### src/rtl/audio_ctrl_pkg.sv
// audio_pkg: shared constants, effect ROM and FSM state type for audio_ctrl
//   SFX_ROM[id][step] : 4 effects x 4 notes, 0 = rest (silence in note_gen)
package audio_pkg;
  localparam int ROM_W = 22;
  localparam logic [1:0] SFX_HIT = 2'd0;
  localparam logic [1:0] SFX_KEY = 2'd1;
  localparam logic [1:0] SFX_DOOR = 2'd2;
  localparam logic [1:0] SFX_OVER = 2'd3;
  localparam logic [2:0] VOL_MIN = 3'd1;
  localparam logic [2:0] VOL_MAX = 3'd5;
  localparam logic [2:0] VOL_RST = 3'd3;
  typedef enum logic [0:0] {IDLE = 1'b0, PLAY = 1'b1} state_t;
  localparam logic [ROM_W-1:0] SFX_ROM [4][4] = '{
    '{22'd191110, 22'd151685, 22'd0,      22'd127551},
    '{22'd127551, 22'd101239, 22'd85131,  22'd63776},
    '{22'd255102, 22'd0,      22'd255102, 22'd191110},
    '{22'd127551, 22'd170264, 22'd227272, 22'd255102}
  };
endpackage

### src/rtl/audio_ctrl_if.sv
// audio_ctrl_if: tone-source inputs and note_gen-facing outputs of audio_ctrl
//   master drives bgm_div_l/r, sfx_req, vol_up, vol_down, mute
//   slave  drives note_div_l/r, volume, sfx_busy, sfx_id
interface audio_ctrl_if #(parameter int DIV_W = 22);
  logic [DIV_W-1:0] bgm_div_l;
  logic [DIV_W-1:0] bgm_div_r;
  logic [3:0] sfx_req;
  logic vol_up;
  logic vol_down;
  logic mute;
  logic [DIV_W-1:0] note_div_l;
  logic [DIV_W-1:0] note_div_r;
  logic [2:0] volume;
  logic sfx_busy;
  logic [1:0] sfx_id;
  modport master (
    output bgm_div_l, bgm_div_r, sfx_req, vol_up, vol_down, mute,
    input note_div_l, note_div_r, volume, sfx_busy, sfx_id
  );
  modport slave (
    input bgm_div_l, bgm_div_r, sfx_req, vol_up, vol_down, mute,
    output note_div_l, note_div_r, volume, sfx_busy, sfx_id
  );
endinterface

### src/rtl/audio_ctrl_sfx_prio_enc.sv
// sfx_prio_enc: 4-bit fixed-priority encoder, bit 3 highest
//   i_req : request bits   o_valid : any bit set   o_id : highest set bit index
module sfx_prio_enc (
  input  logic [3:0] i_req,
  output logic       o_valid,
  output logic [1:0] o_id
);
  assign o_valid = |i_req;
  assign o_id = i_req[3] ? 2'd3 : i_req[2] ? 2'd2 : i_req[1] ? 2'd1 : 2'd0;
endmodule

### src/rtl/audio_ctrl.sv
// audio_ctrl: arbitrates music vs 4-note sound effects onto note_gen, owns volume/mute
//   clk, rst (async, active-high), bus : audio_ctrl_if.slave
module audio_ctrl
  import audio_pkg::*;
#(
  parameter int STEP_CYCLES = 5_000_000,
  parameter int DIV_W = 22
) (
  input logic clk,
  input logic rst,
  audio_ctrl_if.slave bus
);
  localparam int CYC_W = $clog2(STEP_CYCLES);
  localparam logic [CYC_W-1:0] CYC_LAST = CYC_W'(STEP_CYCLES - 1);
  state_t r_state, w_state;
  logic [1:0] r_id, w_id, r_step, w_step;
  logic [CYC_W-1:0] r_cyc, w_cyc;
  logic [2:0] r_vol, w_vol, r_volume;
  logic [DIV_W-1:0] r_div_l, r_div_r, w_rom;
  logic w_req_vld, w_last, w_take, w_up, w_dn;
  logic [1:0] w_req_id;
  sfx_prio_enc u_enc (
    .i_req(bus.sfx_req),
    .o_valid(w_req_vld),
    .o_id(w_req_id)
  );
  assign w_last = r_cyc == CYC_LAST;
  // equal priority restarts the running effect; lower is dropped
  assign w_take = w_req_vld && (r_state == IDLE || w_req_id >= r_id);
  always_comb begin
    w_state = r_state;
    w_id = r_id;
    w_step = r_step;
    w_cyc = r_cyc;
    if (r_state == PLAY) begin
      w_cyc = w_last ? '0 : r_cyc + 1'b1;
      w_step = r_step + {1'b0, w_last};
      if (w_last && r_step == 2'd3) w_state = IDLE;
    end
    if (w_take) begin
      w_state = PLAY;
      w_id = w_req_id;
      w_step = '0;
      w_cyc = '0;
    end
  end
  // outputs register the next-state note so the effect appears with sfx_busy
  assign w_rom = DIV_W'(SFX_ROM[w_id][w_step]);
  assign w_up = bus.vol_up & ~bus.vol_down & ~bus.mute & (r_vol < VOL_MAX);
  assign w_dn = bus.vol_down & ~bus.vol_up & ~bus.mute & (r_vol > VOL_MIN);
  assign w_vol = w_up ? r_vol + 3'd1 : w_dn ? r_vol - 3'd1 : r_vol;
  always_ff @(posedge clk or posedge rst) begin
    if (rst) begin
      r_state <= IDLE;
      r_id <= '0;
      r_step <= '0;
      r_cyc <= '0;
      r_vol <= VOL_RST;
      r_volume <= VOL_RST;
      r_div_l <= '0;
      r_div_r <= '0;
    end else begin
      r_state <= w_state;
      r_id <= w_id;
      r_step <= w_step;
      r_cyc <= w_cyc;
      r_vol <= w_vol;
      r_volume <= bus.mute ? 3'd0 : w_vol;
      r_div_l <= w_state == PLAY ? w_rom : bus.bgm_div_l;
      r_div_r <= w_state == PLAY ? w_rom : bus.bgm_div_r;
    end
  end
  assign bus.note_div_l = r_div_l;
  assign bus.note_div_r = r_div_r;
  assign bus.volume = r_volume;
  assign bus.sfx_busy = r_state == PLAY;
  assign bus.sfx_id = r_state == PLAY ? r_id : 2'd0;
endmodule

### src/flat_wrapper.sv
// flat-port wrapper written by rule: the top's interface ports become plain ports
module audio_ctrl_flat import audio_pkg::*;
#(
  parameter int STEP_CYCLES = 5_000_000,
  parameter int DIV_W = 22
)
  (clk, rst, bus_bgm_div_l, bus_bgm_div_r, bus_sfx_req, bus_vol_up, bus_vol_down, bus_mute, bus_note_div_l, bus_note_div_r, bus_volume, bus_sfx_busy, bus_sfx_id);
  audio_ctrl_if #(.DIV_W(DIV_W)) bus_i ();
  input logic clk;
  input logic rst;
  input wire logic [$bits(bus_i.bgm_div_l)-1:0] bus_bgm_div_l;
  input wire logic [$bits(bus_i.bgm_div_r)-1:0] bus_bgm_div_r;
  input wire logic [$bits(bus_i.sfx_req)-1:0] bus_sfx_req;
  input wire logic [$bits(bus_i.vol_up)-1:0] bus_vol_up;
  input wire logic [$bits(bus_i.vol_down)-1:0] bus_vol_down;
  input wire logic [$bits(bus_i.mute)-1:0] bus_mute;
  output wire logic [$bits(bus_i.note_div_l)-1:0] bus_note_div_l;
  output wire logic [$bits(bus_i.note_div_r)-1:0] bus_note_div_r;
  output wire logic [$bits(bus_i.volume)-1:0] bus_volume;
  output wire logic [$bits(bus_i.sfx_busy)-1:0] bus_sfx_busy;
  output wire logic [$bits(bus_i.sfx_id)-1:0] bus_sfx_id;
  assign bus_i.bgm_div_l = bus_bgm_div_l;
  assign bus_i.bgm_div_r = bus_bgm_div_r;
  assign bus_i.sfx_req = bus_sfx_req;
  assign bus_i.vol_up = bus_vol_up;
  assign bus_i.vol_down = bus_vol_down;
  assign bus_i.mute = bus_mute;
  assign bus_note_div_l = bus_i.note_div_l;
  assign bus_note_div_r = bus_i.note_div_r;
  assign bus_volume = bus_i.volume;
  assign bus_sfx_busy = bus_i.sfx_busy;
  assign bus_sfx_id = bus_i.sfx_id;
  audio_ctrl #(.STEP_CYCLES(STEP_CYCLES), .DIV_W(DIV_W)) u_core (.clk(clk), .rst(rst), .bus(bus_i));
endmodule
### config.mk
export PLATFORM = sky130hd
export DESIGN_NAME = audio_ctrl_flat
export DESIGN_NICKNAME = d
export VERILOG_FILES = /design/src/rtl/audio_ctrl_pkg.sv /design/src/rtl/audio_ctrl_if.sv /design/src/rtl/audio_ctrl_sfx_prio_enc.sv /design/src/rtl/audio_ctrl.sv /design/src/flat_wrapper.sv
export SDC_FILE = /design/constraint.sdc
export NUM_CORES = 1
export LEC_CHECK = 0
export BUFFER_PORTS_ARGS = -buffer_cell sky130_fd_sc_hd__buf_4
export CAP_MARGIN = 20
export CORE_AREA = 2 2 93 95
export CTS_BUF_LIST = sky130_fd_sc_hd__clkbuf_8
export DETAILED_ROUTE_END_ITERATION = 12
export DIE_AREA = 0 0 95 97
export PLACE_DENSITY_LB_ADDON = 0.25
export SYNTH_ARGS = -nofsm -noshare
export SYNTH_HDL_FRONTEND = slang
export SYNTH_SLANG_ARGS = --single-unit
### constraint.sdc
create_clock -name clk -period 3.1 [get_ports clk]
set_input_delay 0.62 -clock clk [delete_from_list [all_inputs] [get_ports clk]]
set_output_delay 0.62 -clock clk [all_outputs]
set_load 0.01 [all_outputs]
Yosys cells after proc, flatten, opt, wreduce, memory -nomap -nowiden
Index checks and enable logic that the tools add are counted.
{"block": "classes", "n_addsub": 4, "n_lt_le_gt_ge": 5, "eq_ne": 2, "muxes": 24, "bitwise_logic": 12, "n_reduce_logical": 5}
{"operator": "binary-select mux 88 bit (select 2 bit)", "count": 1}
{"operator": "two-way mux 88 bit", "count": 2}
{"operator": "two-way mux 22 bit", "count": 4}
{"operator": "two-way mux 23 bit", "count": 3}
{"operator": "binary-select mux 22 bit (select 2 bit)", "count": 1}
{"operator": "adder 23 x 1 -> 23 bit (second input constant)", "count": 1}
{"operator": "equality test 23 bit (second input constant)", "count": 1}
{"operator": "two-way mux 2 bit", "count": 6}
{"operator": "two-way mux 3 bit", "count": 3}
{"operator": "bitwise AND 1 bit", "count": 6}
{"operator": "greater-or-equal comparator 3 bit (second input constant)", "count": 2}
{"operator": "NOT 2 -> 3 bit", "count": 2}
{"operator": "two-way mux 1 bit", "count": 4}
{"operator": "NOT 1 bit", "count": 4}
{"operator": "OR reduction 4 bit", "count": 1}
{"operator": "adder 3 x 1 -> 3 bit (second input constant)", "count": 1}
{"operator": "> comparator 3 x 1 -> 1 bit (second input constant)", "count": 1}
{"operator": "< comparator 3 bit (second input constant)", "count": 1}
{"operator": "subtractor 3 x 1 -> 3 bit (second input constant)", "count": 1}
{"operator": "adder 2 x 1 -> 2 bit", "count": 1}
{"operator": "equality test 2 bit (second input constant)", "count": 1}
{"operator": "greater-or-equal comparator 2 bit", "count": 1}
{"operator": "logical AND 1 bit", "count": 2}
{"operator": "nonzero test 2 bit", "count": 1}
{"operator": "logical OR 1 bit", "count": 1}
{"block": "word_totals", "register_bits": 78, "wordCells": 60}

Longest topological paths before layout
Gate-level depths: netlist of run 1.
{"block": "depth", "word_depth": 15, "ltp_mapped": 14, "ltp_nobuf": 14}

By module
A second synthesis of run 1 with hierarchy kept.
{"block": "hier_totals", "cells_unflattened": 408, "area_unflattened_um2": 4091.4}
{"module": "audio_ctrl", "instances": 1, "cells_per_inst": 404, "area_per_inst_um2": 4067.7, "seq_area_each_um2": 1956.9}
{"module": "sfx_prio_enc", "instances": 1, "cells_per_inst": 4, "area_per_inst_um2": 23.8, "seq_area_each_um2": 0.0}

Least setup slack after synthesis of run 1
OpenSTA, ideal clock, no wires.
{"block": "synth_timing", "kind": "input -> register", "start": "input port bus_sfx_req[3]", "end": "register u_core.r_div_r[12], in the netlist u_core.bus.note_div_r[12]", "setup_ps": 119, "arrival_time_ps": 3150, "t_required_ps": 2981, "setup_slack_ps": -169, "cell_stages": 14, "path_buffers": 0, "path_cell_list": "nor2_1 inv_1 ha_1 inv_1 o21a_1 nor2_1 nand2_1 o21ai_0 inv_1 ha_1 and3_1 o21ai_0 o21ai_0 o21a_1"}
{"block": "synth_between", "elab_chain_len": 13, "word_cells_on_any_way": 17, "classes_between": "order compare (1); mux (11); bitwise (2); reduce/logical (3)"}
{"item": "from (decl)", "line": "flat_wrapper.sv:13", "text": "input wire logic [$bits(bus_i.sfx_req)-1:0] bus_sfx_req;"}
{"item": "two-way mux 2 bit", "line": "audio_ctrl_sfx_prio_enc.sv:9", "text": "assign o_id = i_req[3] ? 2'd3 : i_req[2] ? 2'd2 : i_req[1] ? 2'd1 : 2'd0;"}
{"item": "greater-or-equal comparator 2 bit", "line": "audio_ctrl.sv:29", "text": "assign w_take = w_req_vld && (r_state == IDLE || w_req_id >= r_id);"}
{"item": "logical OR 1 bit", "line": "audio_ctrl.sv:29"}
{"item": "logical AND 1 bit", "line": "audio_ctrl.sv:29"}
{"item": "two-way mux 2 bit *", "line": "audio_ctrl.sv:40", "text": "if (w_take) begin"}
{"item": "net u_core.w_id[0]", "line": "audio_ctrl.sv:16", "text": "logic [1:0] r_id, w_id, r_step, w_step;"}
{"item": "NOT 2 -> 3 bit (not written as such) *", "line": "audio_ctrl.sv:48", "text": "assign w_rom = DIV_W'(SFX_ROM[w_id][w_step]);"}
{"item": "binary-select mux 88 bit (select 2 bit) *", "line": "audio_ctrl.sv:48"}
{"item": "two-way mux 88 bit (not written as such) * (2 in series)", "line": "audio_ctrl.sv:48"}
{"item": "binary-select mux 22 bit (select 2 bit) *", "line": "audio_ctrl.sv:48"}
{"item": "two-way mux 22 bit (not written as such) * (2 in series)", "line": "audio_ctrl.sv:48"}
{"item": "two-way mux 22 bit *", "line": "audio_ctrl.sv:70", "text": "r_div_r <= w_state == PLAY ? w_rom : bus.bgm_div_r;"}
{"item": "to (signal assigned)", "line": "audio_ctrl.sv:70"}
{"item": "to (decl)", "line": "audio_ctrl.sv:19", "text": "logic [DIV_W-1:0] r_div_l, r_div_r, w_rom;"}
Mark *: on every way through the listed nets, which the timed path passes. The rest lies on a longest branch. The select of a mux whose other input is x is not followed.
A chain may end at the register's enable or synchronous reset.

Worst setup path after layout of run 1
{"block": "layout_timing", "start": "register u_core.r_cyc[0]", "end": "register u_core.r_div_r[11], in the netlist u_core.bus.note_div_r[11]"}
{"block": "layout_between", "elab_chain_len": 9, "word_cells_on_any_way": 13, "classes_between": "add/sub (1); eq/ne (1); mux (9); bitwise (1); reduce/logical (1)"}
{"item": "from (decl)", "line": "audio_ctrl.sv:17", "text": "logic [CYC_W-1:0] r_cyc, w_cyc;"}
{"item": "from (signal assigned)", "line": "audio_ctrl.sv:66", "text": "r_cyc <= w_cyc;"}
{"item": "equality test 23 bit *", "line": "audio_ctrl.sv:27", "text": "assign w_last = r_cyc == CYC_LAST;"}
{"item": "adder 2 x 1 -> 2 bit", "line": "audio_ctrl.sv:37", "text": "w_step = r_step + {1'b0, w_last};"}
{"item": "two-way mux 2 bit", "line": "audio_ctrl.sv:35", "text": "if (r_state == PLAY) begin"}
{"item": "two-way mux 2 bit", "line": "audio_ctrl.sv:40"}
{"item": "NOT 2 -> 3 bit (not written as such)", "line": "audio_ctrl.sv:48"}
{"item": "binary-select mux 22 bit (select 2 bit)", "line": "audio_ctrl.sv:48"}
{"item": "two-way mux 22 bit (not written as such) (2 in series)", "line": "audio_ctrl.sv:48"}
{"item": "two-way mux 22 bit *", "line": "audio_ctrl.sv:70"}
Mark *: on every way between the ends. The rest lies on a longest branch, timed or not. The select of a mux whose other input is x is not followed.

==> impl_metrics.env, run 1 <==
export IMPL_first_iter_violations=167
export IMPL_worstSetupPathType="flop to flop"
export IMPL_hp_class="input port to asynchronous set/reset pin"
export IMPL_relSlewSlack_pct=62.10
export IMPL_p_switching_mw=1.215
export IMPL_maxCapViolations=0
export IMPL_setup_viol=0
export IMPL_clockPowerShare_pct=22.5
export IMPL_drive_above_1_share_pct=36.87
export IMPL_status="finished, final reports clean"
export IMPL_synth_yosys_seq_area_share_pct=49.98
export IMPL_worst_pin_slew_ps=564.1
export IMPL_crit_path_max_fanout=6
export IMPL_switching_share_pct=34.24
export IMPL_critical_path_max_stage_delay_ps=540
export IMPL_regArea_um2=1957
export IMPL_clock_latency_ps=350
export IMPL_die_width_um=95
export IMPL_synth_most_common_cell="dfrtp_1"
export IMPL_netlist_instances=409
export IMPL_wl_per_cell_um=15.05
export IMPL_cts_htree_levels=3
export IMPL_grt_pass1_wl_um=16880
export IMPL_yosys_warnings=0
export IMPL_hold_viol_final=0
export IMPL_reg2reg_to="u_core.bus.note_div_r[11]"
export IMPL_grt_util_all_layers_pct=23.28
export IMPL_cts_tree="done"
export IMPL_critPathBufInv=1
export IMPL_critical_path_required_ps=3350
export IMPL_crit_chain="ha_4 -> nand4_1 -> or4_4 -> nor3_4 -> ha_2 -> nand2_1 -> xnor2_2 -> buf_4 -> nor2_1 -> a211oi_1 -> a2111o_1 -> o21a_1"
export IMPL_cp_depth=12
export IMPL_die_area_um2=9215
export IMPL_die_h_um=97
export IMPL_vias_per_cell=5.279
export IMPL_dpl_hpwl_um=7721
export IMPL_clk_pin_slew_ps=80
export IMPL_antenna_found_initial=0
export IMPL_startpoint_type="flop"
export IMPL_r2r_setup_slack_ps=170
export IMPL_cts_hold_buf=0
export IMPL_dpl_instance_area_um2=5199
export IMPL_multiInputGateArea_um2=1893
export IMPL_cp_data_arrival_time_ps=3180
export IMPL_grt_pass1_vias=3652
export IMPL_finalClockSkew_ps=9.979
export IMPL_yosysTopAreaCellShare_pct=47.30
export IMPL_ant_nets=0
export IMPL_cpMaxStageDelayCell="or4_4"
export IMPL_port_buffers=102
export IMPL_post_route_period_util_pct=94.51
export IMPL_antenna_cells=0
export IMPL_filler_cell_count=651
export IMPL_wl_um=10230
export IMPL_drc=0
export IMPL_seq_power_share_pct=36.3
export IMPL_fin_nets=636
export IMPL_yosysUniqueCellTypes=53
export IMPL_critPathLaunch="u_core.r_cyc[0]"
export IMPL_syn2layout_area_growth_pct=41.26
export IMPL_postLayoutCellArea_um2=5530
export IMPL_gpl_final_weighted_congestion=1.010
export IMPL_numCtsBuffers=9
export IMPL_core_um2=8134
export IMPL_reg2reg_from="u_core.r_cyc[0]"
export IMPL_clockBufferDepth=2
export IMPL_timing_fmax_mhz=341.3
export IMPL_ir_drop_uv=383.8
export IMPL_synth_edf_count=0
export IMPL_reg2reg_depth=12
export IMPL_core_rowCount=33
export IMPL_cts_root_buffer="clkbuf_8"
export IMPL_synth_top_cell_by_area="dfrtp_1"
export IMPL_combinationalPowerShare_pct=41.2
export IMPL_synth_area_leaders="dfrtp_1 47%, nor2_1 6.6%, ha_1 4.2%"
export IMPL_endpoint="u_core.bus.note_div_r[11]"
export IMPL_ys_seq_elements=78
export IMPL_initial_core_util_pct=48.13
export IMPL_grt_overflow_total=0
export IMPL_async_flop_share_pct=100.0
export IMPL_slew_violations=0
export IMPL_synth_nets=475
export IMPL_intPower_mw=2.334
export IMPL_ys_flop_type="dfrtp_1"
export IMPL_worst_path_dominant_cell_family="simple AND/OR/NAND/NOR gates"
export IMPL_numClockSinks=78
export IMPL_grt_max_degree=49
export IMPL_post_route_min_period_ps=2930
export IMPL_syn_area_per_cell_um2=9.572
export IMPL_vias=3590
export IMPL_num_io_pins=103
export IMPL_critPathCaptureType="flop"
export IMPL_first_pass_iters=5
export IMPL_syn_area_um2=3915
export IMPL_p_leak_nw=2.631
export IMPL_synthTopCellsByCount="74 x dfrtp_1, 69 x nor2_1, 41 x nand2_1"
export IMPL_whs_ps=135.9
export IMPL_powerDensity_nw_per_um2=641.9
## placed cells by master (no fill, tap or decap), types with 11 or more instances in the layout
cell and n:
nand3_1 14, ha_1 11, clkbuf_8 11, nor2_1 68, inv_1 15, dfrtp_1 74
nand2_1 41, o21a_1 12, and3_1 15, o21ai_0 15, buf_4 167, xor2_1 14
## power groups by stage
| stage | Clock (mW) | Combinational (mW) | Sequential [mW] |
|---|---|---|---|
| 2_1_floorplan | 0 | 0.645 | 1.36 |
| 3_3_place_gp | 0 | 1.40 | 1.30 |
| 3_5_place_dp | 0 | 1.43 | 1.30 |
| 4_1_cts | 0.812 | 1.45 | 1.29 |
| 5_1_grt | 0.860 | 1.58 | 1.31 |
| 6_report | 0.798 | 1.46 | 1.29 |
## registers in the layout, indices dropped and copies added (netlist names)
register / count
u_core.r_cyc: 23
u_core.bus.note_div_l: 22
u_core.bus.note_div_r: 22
u_core.bus.volume: 3
u_core.r_vol: 3
u_core.r_id: 2
u_core.r_step: 2
u_core.bus.sfx_busy: 1
## final cells by class
class                      instances  share of cell area, %
sequential                        78                  35.38
multi-input combinational        296                  34.23
timing repair buffer             168                  23.03
clock buffer                      11                  2.738
tap                              105                  2.376
inverter                          17                  1.199
clock inverter                     5                  1.041
## logic make-up after synthesis
kind of cell	count (synthesis)	share of synthesized area [%]
AO/OA/AOI/OAI	73	12.88
XOR/XNOR	25	5.593
adder cells (fa/ha/maj)	13	4.155
buffers and inverters	35	3.899
flip-flops	78	49.98
multiplexers	8	2.397
AND/OR/NAND/NOR	177	21.09
## routing by layer
layer	wire length, um	global-route usage (%)	up-vias
met1	4029	27.86	1747
met3	500	4.673	15
met2	5529	41.13	106
li1	-	-	1722
met5	0	0	-
met4	172	7.692	0
## stage by stage
step | power [mW] | setup TNS [ps] | utilization (%) | setup slack [ps] | instances
floorplan | 2.006 | 0 | - | 31.84 | 409
global placement | 2.695 | -1477 | 63.91 | -158.3 | 660
detailed placement | 2.735 | -3080 | 63.91 | -170.1 | 660
CTS | 3.549 | 0 | 67.16 | 16.41 | 676
global route | 3.753 | -3.456 | 67.99 | -3.456 | 680
finish | 3.550 | 0 | 67.99 | 170.3 | 680
## worst min path at each step
stage,slack [ps],endpoint,cells after the start
after floorplan,480,u_core.r_cyc[1],2
after global placement,520,u_core.r_cyc[22],2
after detailed placement,540,u_core.r_cyc[19],2
after CTS,420,u_core.bus.volume[0],2
after global routing,130,u_core.r_cyc[3],2
final,140,u_core.r_cyc[3],2
## what timing repair did
item | 4_1_cts | 5_1_grt
pin swaps | 0 | 5
setup endpoints to repair | 36 | 35
endpoints found under the hold margin | 0 | 0
setup buffers | 0 | 3
gates resized for setup | 14 | 4
Note: power is estimated with default switching activity, not from simulation.
==> inputs of run 2 (changes only) <==
==> constraint.sdc (replaced) <==
create_clock -name clk -period 3.1 [get_ports clk]
set_input_delay 0 -clock clk [delete_from_list [all_inputs] [get_ports clk]]
set_output_delay 0 -clock clk [all_outputs]
set_load 0.01 [all_outputs]
==> run 2 against run 1 <==
Effect of this change:
- fmax shrank 0.33%
- critical path depth is the same
- final cell count grew 4.1%
- sequential cell count is the same
- clock skew grew 6.5 ps
- total power grew 2.1%
- wire length grew 8.5%
- via count grew 3.8%
- design area grew 5.8%
- non-clock buffer count grew 28
- largest cell class unchanged
- largest power group unchanged
- highest routed layer unchanged
==> impl_metrics.env, run 2 (synthesis results as in run 1) <==
export IMPL_hp_class="input port to flop"
export IMPL_cp_data_arrival_time_ps=3240
export IMPL_grt_max_degree=49
export IMPL_initial_core_util_pct=48.13
export IMPL_worstSetupPathType="flop to flop"
export IMPL_regArea_um2=1957
export IMPL_cp_depth=12
export IMPL_seq_power_share_pct=35.5
export IMPL_filler_cell_count=611
export IMPL_vias_per_cell=5.263
export IMPL_critPathBufInv=1
export IMPL_worst_pin_slew_ps=636.8
export IMPL_clk_pin_slew_ps=80
export IMPL_status="finished, final reports clean"
export IMPL_reg2reg_from="u_core.r_cyc[1]"
export IMPL_syn2layout_area_growth_pct=49.47
export IMPL_timing_fmax_mhz=340.2
export IMPL_numCtsBuffers=9
export IMPL_intPower_mw=2.376
export IMPL_finalClockSkew_ps=16.47
export IMPL_post_cts_buffers=0
export IMPL_whs_ps=13.79
export IMPL_grt_util_all_layers_pct=25.41
export IMPL_die_h_um=97
export IMPL_clock_latency_ps=360
export IMPL_rsz0062_at_grt="no"
export IMPL_setup_viol=0
export IMPL_startpoint_type="flop"
export IMPL_wl_um=11110
export IMPL_antenna_cells=0
export IMPL_core_rowCount=33
export IMPL_dpl_hpwl_um=7866
export IMPL_die_area_um2=9215
export IMPL_gpl_final_weighted_congestion=0.8938
export IMPL_cts_root_buffer="clkbuf_8"
export IMPL_cpMaxStageDelayCell="or4_4"
export IMPL_ir_drop_uv=339.2
export IMPL_top_register="u_core.r_cyc"
export IMPL_port_buffers=102
export IMPL_tns_ps=0
export IMPL_cts_htree_levels=3
export IMPL_crit_chain="ha_1 -> nand4_1 -> or4_4 -> nor3_4 -> ha_4 -> mux2_4 -> buf_4 -> a22oi_1 -> o22a_1 -> a32oi_1 -> nand2_1 -> o21a_1"
export IMPL_critical_path_max_stage_delay_ps=530
export IMPL_critPathLaunch="u_core.r_cyc[1]"
export IMPL_cts_tree="done"
export IMPL_slew_violations=0
export IMPL_postLayoutCellArea_um2=5852
export IMPL_core_um2=8134
export IMPL_first_pass_iters=4
export IMPL_maxCapViolations=0
export IMPL_crit_path_max_fanout=9
export IMPL_post_route_min_period_ps=2939
export IMPL_reg2reg_to="u_core.bus.note_div_r[5]"
export IMPL_hold_viol_final=0
export IMPL_r2r_setup_slack_ps=160
export IMPL_powerDensity_nw_per_um2=619.1
export IMPL_layout_commonest_cell="buf_4"
export IMPL_post_route_period_util_pct=94.82
export IMPL_relSlewSlack_pct=57.10
export IMPL_ant_nets=0
export IMPL_combinationalPowerShare_pct=40.6
export IMPL_die_width_um=95
export IMPL_clockBufferDepth=2
export IMPL_worst_path_dominant_cell_family="simple AND/OR/NAND/NOR gates"
export IMPL_p_switching_mw=1.247
export IMPL_multiInputGateArea_um2=1873
export IMPL_critical_path_required_ps=3400
export IMPL_vias=3726
export IMPL_final_cell_mix="148 x buf_4, 74 x dfrtp_1, 68 x nor2_1"
export IMPL_reg2reg_depth=12
export IMPL_fin_nets=664
export IMPL_antenna_found_initial=0
export IMPL_drive_above_1_share_pct=31.67
export IMPL_grt_pass1_wl_um=18420
export IMPL_dpl_instance_area_um2=5071
export IMPL_grt_overflow_total=0
export IMPL_numClockSinks=78
export IMPL_grt_pass1_vias=3883
export IMPL_final_core_util_pct=71.94
export IMPL_num_io_pins=103
export IMPL_largest_reg_flops=23
export IMPL_switching_share_pct=34.42
export IMPL_first_iter_violations=144
export IMPL_critPathCaptureType="flop"
export IMPL_wl_per_cell_um=15.69
export IMPL_clockPowerShare_pct=23.9
export IMPL_min_path_cells=4
export IMPL_endpoint="u_core.bus.note_div_r[5]"
export IMPL_p_leak_nw=2.742
export IMPL_drc=0
==> run 2: changes by cell type in the layout (fill, tap and decap cells not counted), sizes merged <==
cell and change:
inv +2, bufinv +1, buf -19, clkinvlp -2
clkbuf -1, dlygate4sd3 +47
==> run 2: layout make-up <==
class	instances	share of cell area [%]
Inverter	17	1.133
Tap cell	105	2.245
Multi-Input combinational cell	296	32.01
Clock inverter	6	1.454
Timing Repair Buffer	196	27.37
Clock buffer	10	2.352
Sequential cell	78	33.44
==> run 2: repair_timing <==
item / 4_1_cts / 5_1_grt
gates resized for setup: 11 / 5
pin swaps: 0 / 3
hold buffers: 47 / 0
setup endpoints to repair: 34 / 34
endpoints found under the hold margin: 90 / 0
==> run 2: power by group through the flow <==
stage | Clock (mW) | Sequential (mW) | Combinational (mW)
finish | 0.867 | 1.28 | 1.47
global route | 0.932 | 1.30 | 1.60
CTS | 0.875 | 1.28 | 1.45
detailed placement | 0 | 1.30 | 1.39
global placement | 0 | 1.30 | 1.36
floorplan | 0 | 1.36 | 0.634
==> run 2: worst register-to-register path: stages (launching register included) <==
cell and delay [ps]:
dfrtp_1 380, ha_1 180, nand4_1 140, or4_4 530, nor3_4 190, ha_4 250
mux2_4 310, buf_4 150, a22oi_1 170, o22a_1 160, a32oi_1 140, nand2_1 150
o21a_1 140
==> run 2: through the flow <==
step | cells | total power [mW] | setup WS, ps
6_report | 708 | 3.623 | 160.7
5_1_grt | 708 | 3.837 | 5.771
3_3_place_gp | 644 | 2.656 | -9.393
2_1_floorplan | 409 | 1.995 | 73.33
3_5_place_dp | 644 | 2.691 | -182.4
4_1_cts | 707 | 3.610 | 4.148
==> run 2: layer usage <==
metal | wire length, um | up-vias | track usage (%) | part of all wire, %
li1 | - | 1782 | - | -
met1 | 4447 | 1844 | 30.11 | 40
met2 | 6095 | 80 | 45.44 | 55
met3 | 343 | 20 | 5.296 | 3.1
met4 | 219 | 0 | 7.692 | 2.0
met5 | 0 | - | 0 | 0
==> run 2: worst min path at each step <==
stage,end,slack (ps),from
after CTS,u_core.r_vol[1],10,bus_vol_down
after global placement,u_core.bus.volume[0],170,bus_mute
final,u_core.r_vol[1],10,bus_vol_down
after global routing,u_core.r_vol[1],30,bus_vol_down
after floorplan,u_core.bus.volume[0],30,bus_mute
after detailed placement,u_core.bus.volume[1],170,bus_mute
